--- config.mk ---
export PLATFORM = sky130hd
export DESIGN_NAME = fpalu_arbiter
export DESIGN_NICKNAME = d
export VERILOG_FILES = /design/src/rtl/fpalu_arbiter.sv
export SDC_FILE = /design/constraint.sdc
export NUM_CORES = 1
export LEC_CHECK = 0
export CORE_UTILIZATION = 35
export CTS_CLUSTER_DIAMETER = 30
export CTS_CLUSTER_SIZE = 40
export DETAILED_ROUTE_END_ITERATION = 8
export GPL_TIMING_DRIVEN = 1
export PLACE_DENSITY = 0.8
export SLEW_MARGIN = 30
export SYNTH_ARGS = -nofsm -noshare
export SYNTH_HDL_FRONTEND = slang
export SYNTH_SLANG_ARGS = --single-unit
--- constraint.sdc ---
create_clock -name clk -period 1.8 [get_ports clk]
set_input_delay 0.27 -clock clk [delete_from_list [all_inputs] [get_ports clk]]
set_output_delay 0.27 -clock clk [all_outputs]
set_load 0.01 [all_outputs]
--- src/rtl/fpalu_arbiter.sv ---
// fpalu_arbiter: round-robin issue arbiter with burst lock for the shared FPALU.
// Tags each issue and routes alu_y back to its owner LAT enabled cycles later.
module fpalu_arbiter #(
  parameter int N_REQ = 2,
  parameter int LAT   = 4,
  parameter int DW    = 29
) (
  input  logic                clk,
  input  logic                rst_n,
  input  logic                alu_en,
  input  logic [N_REQ-1:0]    req_valid,
  output logic [N_REQ-1:0]    req_ready,
  input  logic [N_REQ-1:0]    req_lock,
  input  logic [N_REQ-1:0]    req_last,
  input  logic [2*N_REQ-1:0]  req_op,
  input  logic [DW*N_REQ-1:0] req_a,
  input  logic [DW*N_REQ-1:0] req_b,
  output logic [DW-1:0]       alu_a,
  output logic [DW-1:0]       alu_b,
  output logic [1:0]          alu_op,
  input  logic [DW-1:0]       alu_y,
  output logic [N_REQ-1:0]    rsp_valid,
  output logic [DW-1:0]       rsp_y,
  output logic                busy,
  output logic                err_op
);

  localparam int IW = (N_REQ > 2) ? 2 : 1;

  typedef logic [IW-1:0] id_t;
  typedef enum logic {S_IDLE, S_LOCK} state_e;

  state_e st_q, st_d;
  id_t    rr_q, rr_d;
  id_t    lk_q, lk_d;

  logic [DW-1:0] a_q, a_d;
  logic [DW-1:0] b_q, b_d;
  logic [1:0]    op_q, op_d;
  logic          err_q, err_d;

  // Stage 0 rides with the operand register; stage LAT is the tail.
  logic [LAT:0]         tv_q, tv_d;
  logic [LAT:0][IW-1:0] tid_q, tid_d;

  logic          gnt_v;
  id_t           gnt_id;
  logic [DW-1:0] sel_a;
  logic [DW-1:0] sel_b;
  logic [1:0]    sel_op;
  logic          sel_lock;
  logic          sel_last;

  function automatic id_t nxt(input id_t i, input int k);
    int s = int'(i) + k;
    if (s >= N_REQ) s = s - N_REQ;
    return id_t'(s);
  endfunction

  // Lowest rotated offset wins, so iterate downward and let it overwrite.
  always_comb begin
    gnt_v  = 1'b0;
    gnt_id = '0;
    if (alu_en) begin
      if (st_q == S_LOCK) begin
        gnt_v  = req_valid[lk_q];
        gnt_id = lk_q;
      end else begin
        for (int k = N_REQ-1; k >= 0; k--) begin
          if (req_valid[nxt(rr_q, k)]) begin
            gnt_v  = 1'b1;
            gnt_id = nxt(rr_q, k);
          end
        end
      end
    end
  end

  always_comb begin
    req_ready = '0;
    req_ready[gnt_id] = gnt_v;
  end

  assign sel_a    = req_a[int'(gnt_id)*DW +: DW];
  assign sel_b    = req_b[int'(gnt_id)*DW +: DW];
  assign sel_op   = req_op[int'(gnt_id)*2 +: 2];
  assign sel_lock = req_lock[gnt_id];
  assign sel_last = req_last[gnt_id];

  always_comb begin
    st_d  = st_q;
    rr_d  = rr_q;
    lk_d  = lk_q;
    a_d   = a_q;
    b_d   = b_q;
    op_d  = op_q;
    err_d = err_q;
    tv_d  = tv_q;
    tid_d = tid_q;
    if (gnt_v) begin
      a_d  = sel_a;
      b_d  = sel_b;
      op_d = sel_op;
      if (!sel_op[1]) err_d = 1'b1;
      unique case (st_q)
        S_LOCK: begin
          if (sel_last) begin
            st_d = S_IDLE;
            rr_d = nxt(gnt_id, 1);
          end
        end
        default: begin
          if (sel_lock && !sel_last) begin
            st_d = S_LOCK;
            lk_d = gnt_id;
          end else begin
            rr_d = nxt(gnt_id, 1);
          end
        end
      endcase
    end
    if (alu_en) begin
      tv_d  = {tv_q[LAT-1:0], gnt_v};
      tid_d = {tid_q[LAT-1:0], gnt_id};
    end
  end

  always_ff @(posedge clk) begin
    if (!rst_n) begin
      st_q  <= S_IDLE;
      rr_q  <= '0;
      lk_q  <= '0;
      a_q   <= '0;
      b_q   <= '0;
      op_q  <= '0;
      err_q <= 1'b0;
      tv_q  <= '0;
      tid_q <= '0;
    end else begin
      st_q  <= st_d;
      rr_q  <= rr_d;
      lk_q  <= lk_d;
      a_q   <= a_d;
      b_q   <= b_d;
      op_q  <= op_d;
      err_q <= err_d;
      tv_q  <= tv_d;
      tid_q <= tid_d;
    end
  end

  always_comb begin
    rsp_valid = '0;
    rsp_valid[tid_q[LAT]] = tv_q[LAT] & alu_en;
  end

  assign rsp_y  = alu_y;
  assign alu_a  = a_q;
  assign alu_b  = b_q;
  assign alu_op = op_q;
  assign err_op = err_q;
  assign busy   = (|tv_q) | (st_q == S_LOCK);

endmodule
==> results.md, run 1 <==
* Grt total ovfl at 0
* Worst Reg-to-Reg Cells at 6
* Number of hold-slack violations in the final timing report at 0
* Share of synthesized flip-flops with an asynchronous set or reset at 0%
* Number of iterations in the first detailed-routing pass at 4
* Post-synthesis instance area at 3550 um2
* Remaining design rule violation count at 0
* Outcome: finished, final reports clean
* Buffer cell driving the clock tree root: clkbuf_8
* GRT Overall Usage at 16.9%
* Areal power density over the cells at 763 nW/um2
* Slowest stage delay, CP at roughly 350 ps
* Sequential area share after synthesis at 41.7%
* Slowest stage cell on the critical path: dfxtp_2
* Crit-path leading delay family: simple AND/OR/NAND/NOR gates
* FF/Latch Area at ~1500 um2
* Category of the most critical setup path: flip-flop to primary output
* Static Leakage at 2.49 nW
* Clock sink count at 74
* Violation count after the first detailed-routing iteration at 36
* Post-DR wirelength/cell at 13.7 um
* Skew final at 11.2 ps
* Synth-to-layout area growth at 60.1%
* Final setup vio count at 0
* Reg2reg end: rr_q
* Netlist cell types at 35
* Vias/cell at roughly 4.8
* Pre-CTS worst setup slack at -329 ps
* Number of filler cells placed in the layout at a little under 900
* Insertion delay to the later sink of the worst-skew pair at 340 ps
* Total of flip-flops plus latches after synthesis at 74
* MaxCap Viol Count at 0
* Depth of the CTS H-tree at 3
* Post-CTS clock slew at the launch and capture registers of the worst setup and hold paths at roughly 70 ps
* TritonCTS clock tree: yes
* Synth warnings at 0
* Wire length of the first global-routing pass at 13,900 um
* Cells after Synth at approximately 370
* Post-Syn Nets at 526
* Pin slew with the least headroom to its limit at 302 ps
* Die footprint at 10,600 um2
* Crit path required time at roughly 1500 ps
* Number of enable flip-flop cells after synthesis at 0
* Hold WC Path Type: flip-flop to flip-flop
* CP bufs+invs at 1
* Final hold slack at about 470 ps
* Number of nets with antenna violations after detailed routing at 0
* Hold Path Origin: err_op
* Vertical die dimension at 103 um
* Die Span X at 103 um
* Number of buffers added for setup after CTS at 0
* Post-layout net count at 689
* Final slew viol count at 0
* Worst slew margin relative to its limit at between 70% and 80%
* Time the worst path needs with I/O delays and setup at ~1800 ps
* Launch point of the worst reg-to-reg path: st_q
* Number of top-level pins at between 200 and 300
* Number of buffer cells added on primary ports at 194
* Num CTS Buffers at 9
* Post-CTS Hold Fix Bufs at 0
* Share of final-layout standard cells stronger than drive strength 1 at around 8.6%
* Maximum net fanout on the critical path at 5
* Standard-cell rows at 36
* End point of the most critical hold path: err_op
* Number of buffers on the longest clock path at 2
* Unrepaired setup endpoints after global routing: true
* Final total power at approximately 4.3 mW
* Inserted Diodes at 0
* Primary FF master, synth: dfxtp_1
* Estimated wirelength of the detail-placed design at 7140 um
* Initial core utilization at between 30% and 40%
* Mean post-synth cell area at 9.65 um2
* Initial antenna violation count at 0
* Core ar. at 9820 um2
* DR vias at about 3,200
* Cells along the critical path: nand2b_4, o21ai_4, nand2_8, and2_1, dlygate4sd2_1
* Number of cells traversed by the worst hold path at 1
* Detailed Route WL at 9200 um
* Type of origin of the critical path: flip-flop
* Kind of capture point of the worst setup path: primary output
* Largest net degree at the start of global routing at 63
* Final critical-path share of the clock period at 99.8%
* Setup slack on the worst flop-to-flop path at about 190 ps
* Fmax achieved at 0.557 GHz
* Fin worst setup slack at 3.40 ps
* Maximum resistive drop on vdd at 464 uV
* Footprint of the multi-input gates at 1670 um2
* Arrival time at the worst endpoint at 1530 ps
* Final estimated routing congestion in global placement at 0.739
* Vias in the first global route at between 3,000 and 4,000
[worst register-to-register path: cells and delay by family, from the launching register on]
kind | cells | cell delay [ps]
flip-flops | 1 | 350
AO/OA/AOI/OAI | 2 | 360
multiplexers | 2 | 520
buffers and inverters | 1 | 170
AND/OR/NAND/NOR | 1 | 150
[cell families (layout without fill, tap and decap cells)]
logic type	after synthesis	count (layout)	share of synthesized area, %
compound gates	76	76	16.2
buf+inv	61	229	12.0
flops	74	74	41.7
mux	69	69	19.5
simple gates	88	88	10.7
[cell usage after synthesis, drive strengths merged, types with 2 or more instances]
library cell / instances / area (um2)
a21oi: 4 / 23.8
inv: 4 / 15.0
a211oi: 59 / 443
o21ai: 5 / 36.3
buf: 50 / 384
a21boi: 2 / 15.0
nand2: 6 / 38.8
mux2i: 68 / 681
nor2: 71 / 267
nor2b: 2 / 15.0
clkbuf: 7 / 26.3
nand2b: 3 / 18.8
dfxtp: 74 / 1480
[sequential cells by signal, summed over array words and instances (netlist names)]
register	cells
rr_q	1
err_op	1
tv_q	5
lk_q	1
alu_a	29
alu_b	29
tid_q	5
st_q	1
alu_op	2
[cell usage in the layout, fill, tap and decap left out, drive strengths merged, types with 2 or more instances in the layout]
cell type | netlist | final
clkdlybuf4s50 | 0 | 187
inv | 4 | 4
buf | 50 | 15
clkinv | 0 | 3
nand2b | 3 | 3
o21ai | 5 | 5
nor2b | 2 | 2
nor2 | 71 | 71
dfxtp | 74 | 74
a211oi | 59 | 59
nand2 | 6 | 6
a21boi | 2 | 2
bufinv | 0 | 2
mux2i | 68 | 68
dlygate4sd2 | 0 | 4
a21oi | 4 | 4
clkbuf | 7 | 10
dlymetal6s2s | 0 | 2
[worst max-delay path by stage]
stage | startpoint | to | slack (ps) | cells after the start
after floorplan | st_q | rr_q | 320 | 5
after global placement | req_valid[0] | req_ready[1] | -290 | 6
after detailed placement | req_valid[0] | req_ready[1] | -330 | 6
after CTS | st_q | busy | -80 | 3
after global routing | st_q | req_ready[0] | -70 | 5
final | st_q | req_ready[0] | 3 | 5
[routing by layer]
layer	GRT usage [%]	up-vias	part of all wire (%)
met3	7.46	18	9.9
met1	17.6	1454	39
met2	30.2	144	49
li1	-	1606	-
met4	5.74	0	1.6
met5	0	-	0
[area by class of cell]
type / count / share of cell area, %
Clock buffer: 10 / 2.42
Clock inverter: 6 / 1.58
Timing Repair Buffer: 209 / 37.3
Tap cell: 133 / 2.93
Sequential cell: 74 / 26.1
Multi-Input combinational cell: 233 / 29.4
Inverter: 4 / 0.264
[stage by stage]
step	instances	area (um2)	setup TNS, ps	util, %
2_1_floorplan	368	3550	0	-
3_3_place_gp	653	5430	-9260	55.3
3_5_place_dp	653	5430	-13100	55.3
4_1_cts	669	5680	-148	57.8
5_1_grt	669	5690	-70.7	57.9
6_report	669	5690	0	57.9
[where the power goes]
| group | internal [mW] | total, mW | leakage (nW) | switching, mW |
|---|---|---|---|---|
| combinational | 0.657 | 1.07 | 1.77 | 0.415 |
| sequential | 1.76 | 1.83 | 0.612 | 0.0679 |
| clock | 0.820 | 1.44 | 0.112 | 0.617 |
| total | 3.24 | 4.34 | 2.49 | 1.10 |
[what timing repair did]
item | CTS | global route
resized for setup | 11 | 5
cloned | 0 | 0
pin swaps | 1 | 1
endpoints found under the setup margin | 5 | 3
(Power assumes the default switching activity.)
==> run 2: changes to the inputs <==
CORE_ASPECT_RATIO = 0.8   (was default)
==> results.md, run 2 (synthesis results as in run 1) <==
* Buffer cell driving the clock tree root: clkbuf_16
* Number of cells traversed by the worst hold path at 1 (unchanged)
* Crit path required time at 1530 ps (about the same)
* Launch point of the worst reg-to-reg path: st_q
* Type of origin of the critical path: flip-flop
* Most used cells in the layout excluding fill and tap cells: clkdlybuf4s50_1 (187), dfxtp_1 (72), nor2_1 (71)
* Unrepaired setup endpoints after global routing: false
* Wire length of the first global-routing pass at 15,100 um (+9.0%)
* Fin worst setup slack at 70.3 ps (+66.9 ps)
* Net Sw Frac at 24.1% (-1.2 points)
* Static Leakage at 2.51 nW (+0.61%)
* Standard-cell rows at 32 (-11%)
* Initial antenna violation count at 0 (unchanged)
* Kind of capture point of the worst setup path: primary output
* Pin slew with the least headroom to its limit at 444 ps (+142 ps)
* Net switching power of the design at 1.12 mW (+1.6%)
* Power share of the combinational group at 23.1% (-1.6 points)
* Time the worst path needs with I/O delays and setup at 1730 ps (-66.9 ps)
* Vias in the first global route at 3,140 (-1.3%)
* Pint at 3.52 mW (+8.6%)
* Outcome: finished, final reports clean
* Maximum net fanout on the critical path at 5 (unchanged)
* Initial core utilization at 36.4% (+0.19 points)
* Synth-to-layout area growth at 61.1%
* Post-DR wirelength/cell at 14.6 um (+6.0%)
* Slowest stage delay, CP at 360 ps (about the same)
* Skew final at 3.03 ps (-8.13 ps)
* Hold Path Origin: err_op
* Vias/cell at 4.87 (+1.1%)
* Final total power at 4.64 mW (+6.8%)
* GRT Overall Usage at 18.3% (+1.4 points)
* TritonCTS clock tree: yes
* Inserted Diodes at 0 (unchanged)
* Number of hold-slack violations in the final timing report at 0 (unchanged)
* Insertion delay to the later sink of the worst-skew pair at 320 ps (-20 ps)
* Die footprint at 10,600 um2 (about the same)
* Final estimated routing congestion in global placement at 0.700 (-5.2%)
* Category of the most critical setup path: flip-flop to primary output
* Crit-path leading delay family: flip-flops
* End point of the most critical hold path: err_op
* Number of filler cells placed in the layout at 861 (-2.0%)
* Estimated wirelength of the detail-placed design at 7380 um (+3.4%)
* Grt total ovfl at 0 (unchanged)
* Final setup vio count at 0 (unchanged)
* Cells along the critical path: nand2b_4, o21ai_4, nand2_8, and2_1, clkdlybuf4s15_1
* Areal power density over the cells at 811 nW/um2 (+6.2%)
* Maximum resistive drop on vdd at 425 uV (-8.5%)
* Slowest stage cell on the critical path: dfxtp_4
* Number of iterations in the first detailed-routing pass at 4 (unchanged)
* Final critical-path share of the clock period at 96.1% (-3.7 points)
* Worst slew margin relative to its limit at 70.4% (-9.4 points)
* Number of buffer cells added on primary ports at 194 (unchanged)
* Pre-CTS worst setup slack at -327 ps (+2.69 ps)
* Remaining design rule violation count at 0 (unchanged)
* Final slew viol count at 0 (unchanged)
* CP bufs+invs at 1 (unchanged)
* Final hold slack at 477 ps (+2.24 ps)
* Die Span X at 115 um (+12%)
* Violation count after the first detailed-routing iteration at 135 (+280%)
* Number of buffers on the longest clock path at 2 (unchanged)
* Vertical die dimension at 92.1 um (-10%)
* Fmax achieved at 0.578 GHz (+3.9%)
* Largest net degree at the start of global routing at 49 (-22%)
* Worst Reg-to-Reg Cells at 6 (unchanged)
* Depth of the CTS H-tree at 3 (unchanged)
* Setup slack on the worst flop-to-flop path at 160 ps (-30 ps)
* Sequential cell fraction of total power at 39.6% (-2.6 points)
* Hold WC Path Type: flip-flop to flip-flop
* Post-CTS clock slew at the launch and capture registers of the worst setup and hold paths at 50 ps (-20 ps)
* Arrival time at the worst endpoint at 1460 ps (-70 ps)
* Total negative setup slack at 0 ps (unchanged)
* DR vias at 3,261 (+1.2%)
* Number of buffers added for setup after CTS at 0 (unchanged)
* Share of final-layout standard cells stronger than drive strength 1 at 7.87% (-0.72 points)
* Portion of total power attributed to the clock network at 37.3% (+4.2 points)
* Num CTS Buffers at 9 (unchanged)
* Most frequent standard cell in the layout excluding fill and tap cells: clkdlybuf4s50_1
* Number of nets with antenna violations after detailed routing at 0 (unchanged)
* Core ar. at 9770 um2 (-0.51%)
* Detailed Route WL at 9760 um (+6.2%)
* Cell area after layout at 5720 um2 (+0.64%)
* Number of top-level pins at 253 (unchanged)
* Post-layout net count at 688 (-0.15%)
* MaxCap Viol Count at 0 (unchanged)
* Reg2reg end: rr_q
* Cell area after placement at 5400 um2 (-0.53%)
* Clock sink count at 74 (unchanged)
==> run 2: changes by cell type in the layout (fill, tap and decap cells not counted), sizes merged <==
cell         previous run  this run
clkbuf                 10        14
clkinv                  3         0
buf                    15        14
bufinv                  2         1
dlygate4sd2             4         3
==> run 2: repair_timing <==
item	in CTS	in global routing
gates cloned	0	0
hold endpoints to repair	0	0
hold buffers	0	0
gates resized for setup	9	10
setup endpoints to repair	5	4
pin swaps	1	2
==> run 2: worst max-delay path by stage <==
stage / startpoint / to / depth (start not counted)
6_report: st_q / req_ready[0] / 5
5_1_grt: st_q / req_ready[0] / 5
4_1_cts: st_q / busy / 3
3_5_place_dp: req_valid[0] / req_ready[1] / 6
3_3_place_gp: req_valid[1] / req_ready[1] / 6
2_1_floorplan: st_q / rr_q / 5
==> run 2: final cells by class <==
| cell class | instances | area (um2) | area share, % |
|---|---|---|---|
| tap | 136 | 170 | 2.97 |
| clock buffer | 13 | 250 | 4.37 |
| sequential | 74 | 1490 | 26.0 |
| clock inverter | 2 | 37.5 | 0.656 |
| timing repair buffer | 208 | 2080 | 36.4 |
| multi-input combinational | 233 | 1680 | 29.4 |
| inverter | 4 | 15.0 | 0.262 |
==> run 2: metrics by stage <==
stage	utilization, %	std cells
global route	58.6	670
CTS	58.4	670
detailed placement	55.3	655
finish	58.6	670
global placement	55.3	655
floorplan	-	368
==> run 2: worst reg2reg max path, stage by stage, from the launching register on <==
cell and delay, ps:
dfxtp_4 360, nand2b_4 150, o21ai_4 200, buf_4 180
mux2_2 330, a2bb2oi_2 180, mux2i_1 190
==> run 2: routing by layer <==
| layer | part of all wire [%] | global-route usage, % |
|---|---|---|
| met1 | 40 | 20.4 |
| met4 | 1.2 | 5.09 |
| met3 | 9.6 | 7.27 |
| met2 | 49 | 32.0 |
| met5 | 0 | 0 |
==> run 2: power groups by stage <==
| stage | clock [mW] | combinational, mW | sequential (mW) |
|---|---|---|---|
| 2_1_floorplan | 0 | 0.481 | 1.92 |
| 5_1_grt | 1.87 | 1.16 | 1.85 |
| 6_report | 1.73 | 1.07 | 1.84 |
| 3_3_place_gp | 0 | 1.05 | 1.86 |
| 3_5_place_dp | 0 | 1.07 | 1.87 |
| 4_1_cts | 1.79 | 1.08 | 1.83 |
==> variant, RTL diff (flow settings as in run 1) <==
Make the reset (`rst_n`) asynchronous in one clocked block.
--- a/src/rtl/fpalu_arbiter.sv
+++ b/src/rtl/fpalu_arbiter.sv
@@ -126,5 +126,5 @@
   end
 
-  always_ff @(posedge clk) begin
+  always_ff @(posedge clk or negedge rst_n) begin
     if (!rst_n) begin
       st_q  <= S_IDLE;
Formal check against the unedited RTL: differs if rst_n is asserted again (counterexample within 4 cycles, from zero or initial values and one cycle with rst_n low); with rst_n held inactive, the same outputs for 4 cycles.
==> variant against run 1 <==
Sequential cell count unchanged; routed wire length rose by 9.4%; the flow now finishes with violations (setup timing); area after synthesis increased by 5.3%; core utilization grew 0.35 points; synthesized cell count decreased by 3.5%; non-clock buffer count is 12 higher; largest cell class unchanged; critical path type is now reg2reg; setup slack worse by 34 ps; final area grew 5.8%.
Power is not compared: it rests on default switching activity, and its combinational part moved more than twofold at a synthesized area within 25%.
==> variant: results (changes against run 1) <==
stage;metric;value;unit;change
run_status;outcome;complete, but fails checks;;
run_status;failing checks;setup timing;;
drt;met2 routed WL;5192;um;+14%
drt;final WL;10060;um;+9.4%
synthesis;Post-Syn Area per Cell;10.53;um^2;+9.1%
drt;Post-Route M1 WL;3951;um;+10%
setup_path;slowest stage delay, CP;400;ps;+50 ps
setup_path;Max FO, Critical Path;6;;+1
cells_and_area;fin cells;678;;+1.3%
drt;DR iter-0 viols;169;;+370%
cts;H-Tree Depth;3;;unchanged
synthesis;commonest cells in the netlist;74 x dfrtp_1, 64 x nand2_1, 60 x mux2i_1;;
cts;CTS Buffer Depth;2;;unchanged
synthesis;syn_nets;513;;-2.5%
setup_path;Critical Path AT;2050;ps;+520 ps
sta;Clock Skews;8.101;ps;-3.058 ps
setup_path;Setup CP Type;reg2reg;;
global_routing;vias in the first global route;3379;;+6.2%
cts;Clock transition at path regs;70;ps;about the same
synthesis;Synth Flop Type;dfrtp_1;;
sta;Worst slew margin;68.09;%;-12 points
global_routing;Total GRT Usage;18.08;%;+1.2 points
setup_path;Reg-to-Reg Start;st_q;;
place;HPWL after DPL;7381;um;+3.4%
setup_path;Crit-path slowest cell;dfrtp_1;;
synthesis;ys async rst share;100.0;%;+100 points
sta;Setup WS post-layout;-30.97;ps;-34.37 ps
sta;endpoints failing setup;1;;+1
global_routing;first-pass GRT wire length;15960;um;+15%
synthesis;Yosys cell types;32;;-8.6%
synthesis;synth top area cells;dfrtp_1 50%, mux2i_1 16%, o21ai_0 7.8%, buf_4 7.0%, nand2_1 6.4%;;
min_path;Worst Hold Class;in2async;;
drt;metal3 WL;794;um;-12%
cells_and_area;share of layout cells above drive strength 1;12.18;%;+3.6 points
cells_and_area;nets;695;;+0.87%
power_and_ir_drop;Pleak;2.893;nW;
place;Placed Area;5700;um^2;+4.9%
drt;via/cell ratio;4.770;;-0.96%
place;GP Congestion;0.8826;;+19%
place;cell count after placement;656;;+0.46%
[variant: timing repair]
action / 4_1_cts / 5_1_grt
cloned: 0 / 1
gates resized for setup: 12 / 18
hold endpoints to repair: 36 / 0
endpoints found under the setup margin: 7 / 26
setup buffers: 0 / 4
pin swaps: 0 / 5
hold buffers: 1 / 0
[variant: path summary, 6_finish.rpt]
kind / endpoint / slack [ps] / cells after the start
worst max-delay path: rr_q / -30 / 5
min in group clk: err_op / 460 / 1
worst min register to register: err_op / 460 / 1
worst min-delay path: alu_a[19] / 440 / 2
worst max register to register: rr_q / -30 / 5
max in group asynchronous: tid_q[3] / 770 / 3
[variant: per-stage QoR]
stage | TNS, ps | setup slack, ps
6_report | -30.97 | -30.97
4_1_cts | -131.0 | -131.0
5_1_grt | -75.64 | -52.16
3_5_place_dp | -21170 | -466.4
3_3_place_gp | -16850 | -445.8
2_1_floorplan | 0 | 7.409
[variant: logic make-up after synthesis]
family                 Yosys count  share of synthesized area, %
buffers and inverters           54                         10.40
AND/OR/NAND/NOR                 82                         9.301
multiplexers                    69                         18.77
flip-flops                      74                         49.51
AO/OA/AOI/OAI                   76                         12.01
[variant: power by group through the flow]
stage	clock [mW]	sequential, mW	combinational [mW]
CTS	1.16	2.44	2.54
global placement	0	2.44	2.47
floorplan	0	2.65	0.926
finish	1.10	2.44	2.64
global route	1.23	2.51	2.87
detailed placement	0	2.47	2.53
[variant: metal layers]
metal	up-vias	global-route usage (%)
met5	-	0
met4	0	6.439
met3	17	4.638
met2	158	33.32
met1	1504	19.94
li1	1555	-
[variant: final cells by class]
| type | count | area, um^2 |
|---|---|---|
| Fill cell | 865 | 4310 |
| Timing Repair Buffer | 221 | 2258 |
| Sequential cell | 74 | 1852 |
| Multi-Input combinational cell | 227 | 1554 |
| Tap cell | 136 | 170.2 |
| Clock buffer | 13 | 148.9 |
| Clock inverter | 3 | 15.01 |
| Inverter | 4 | 15.01 |
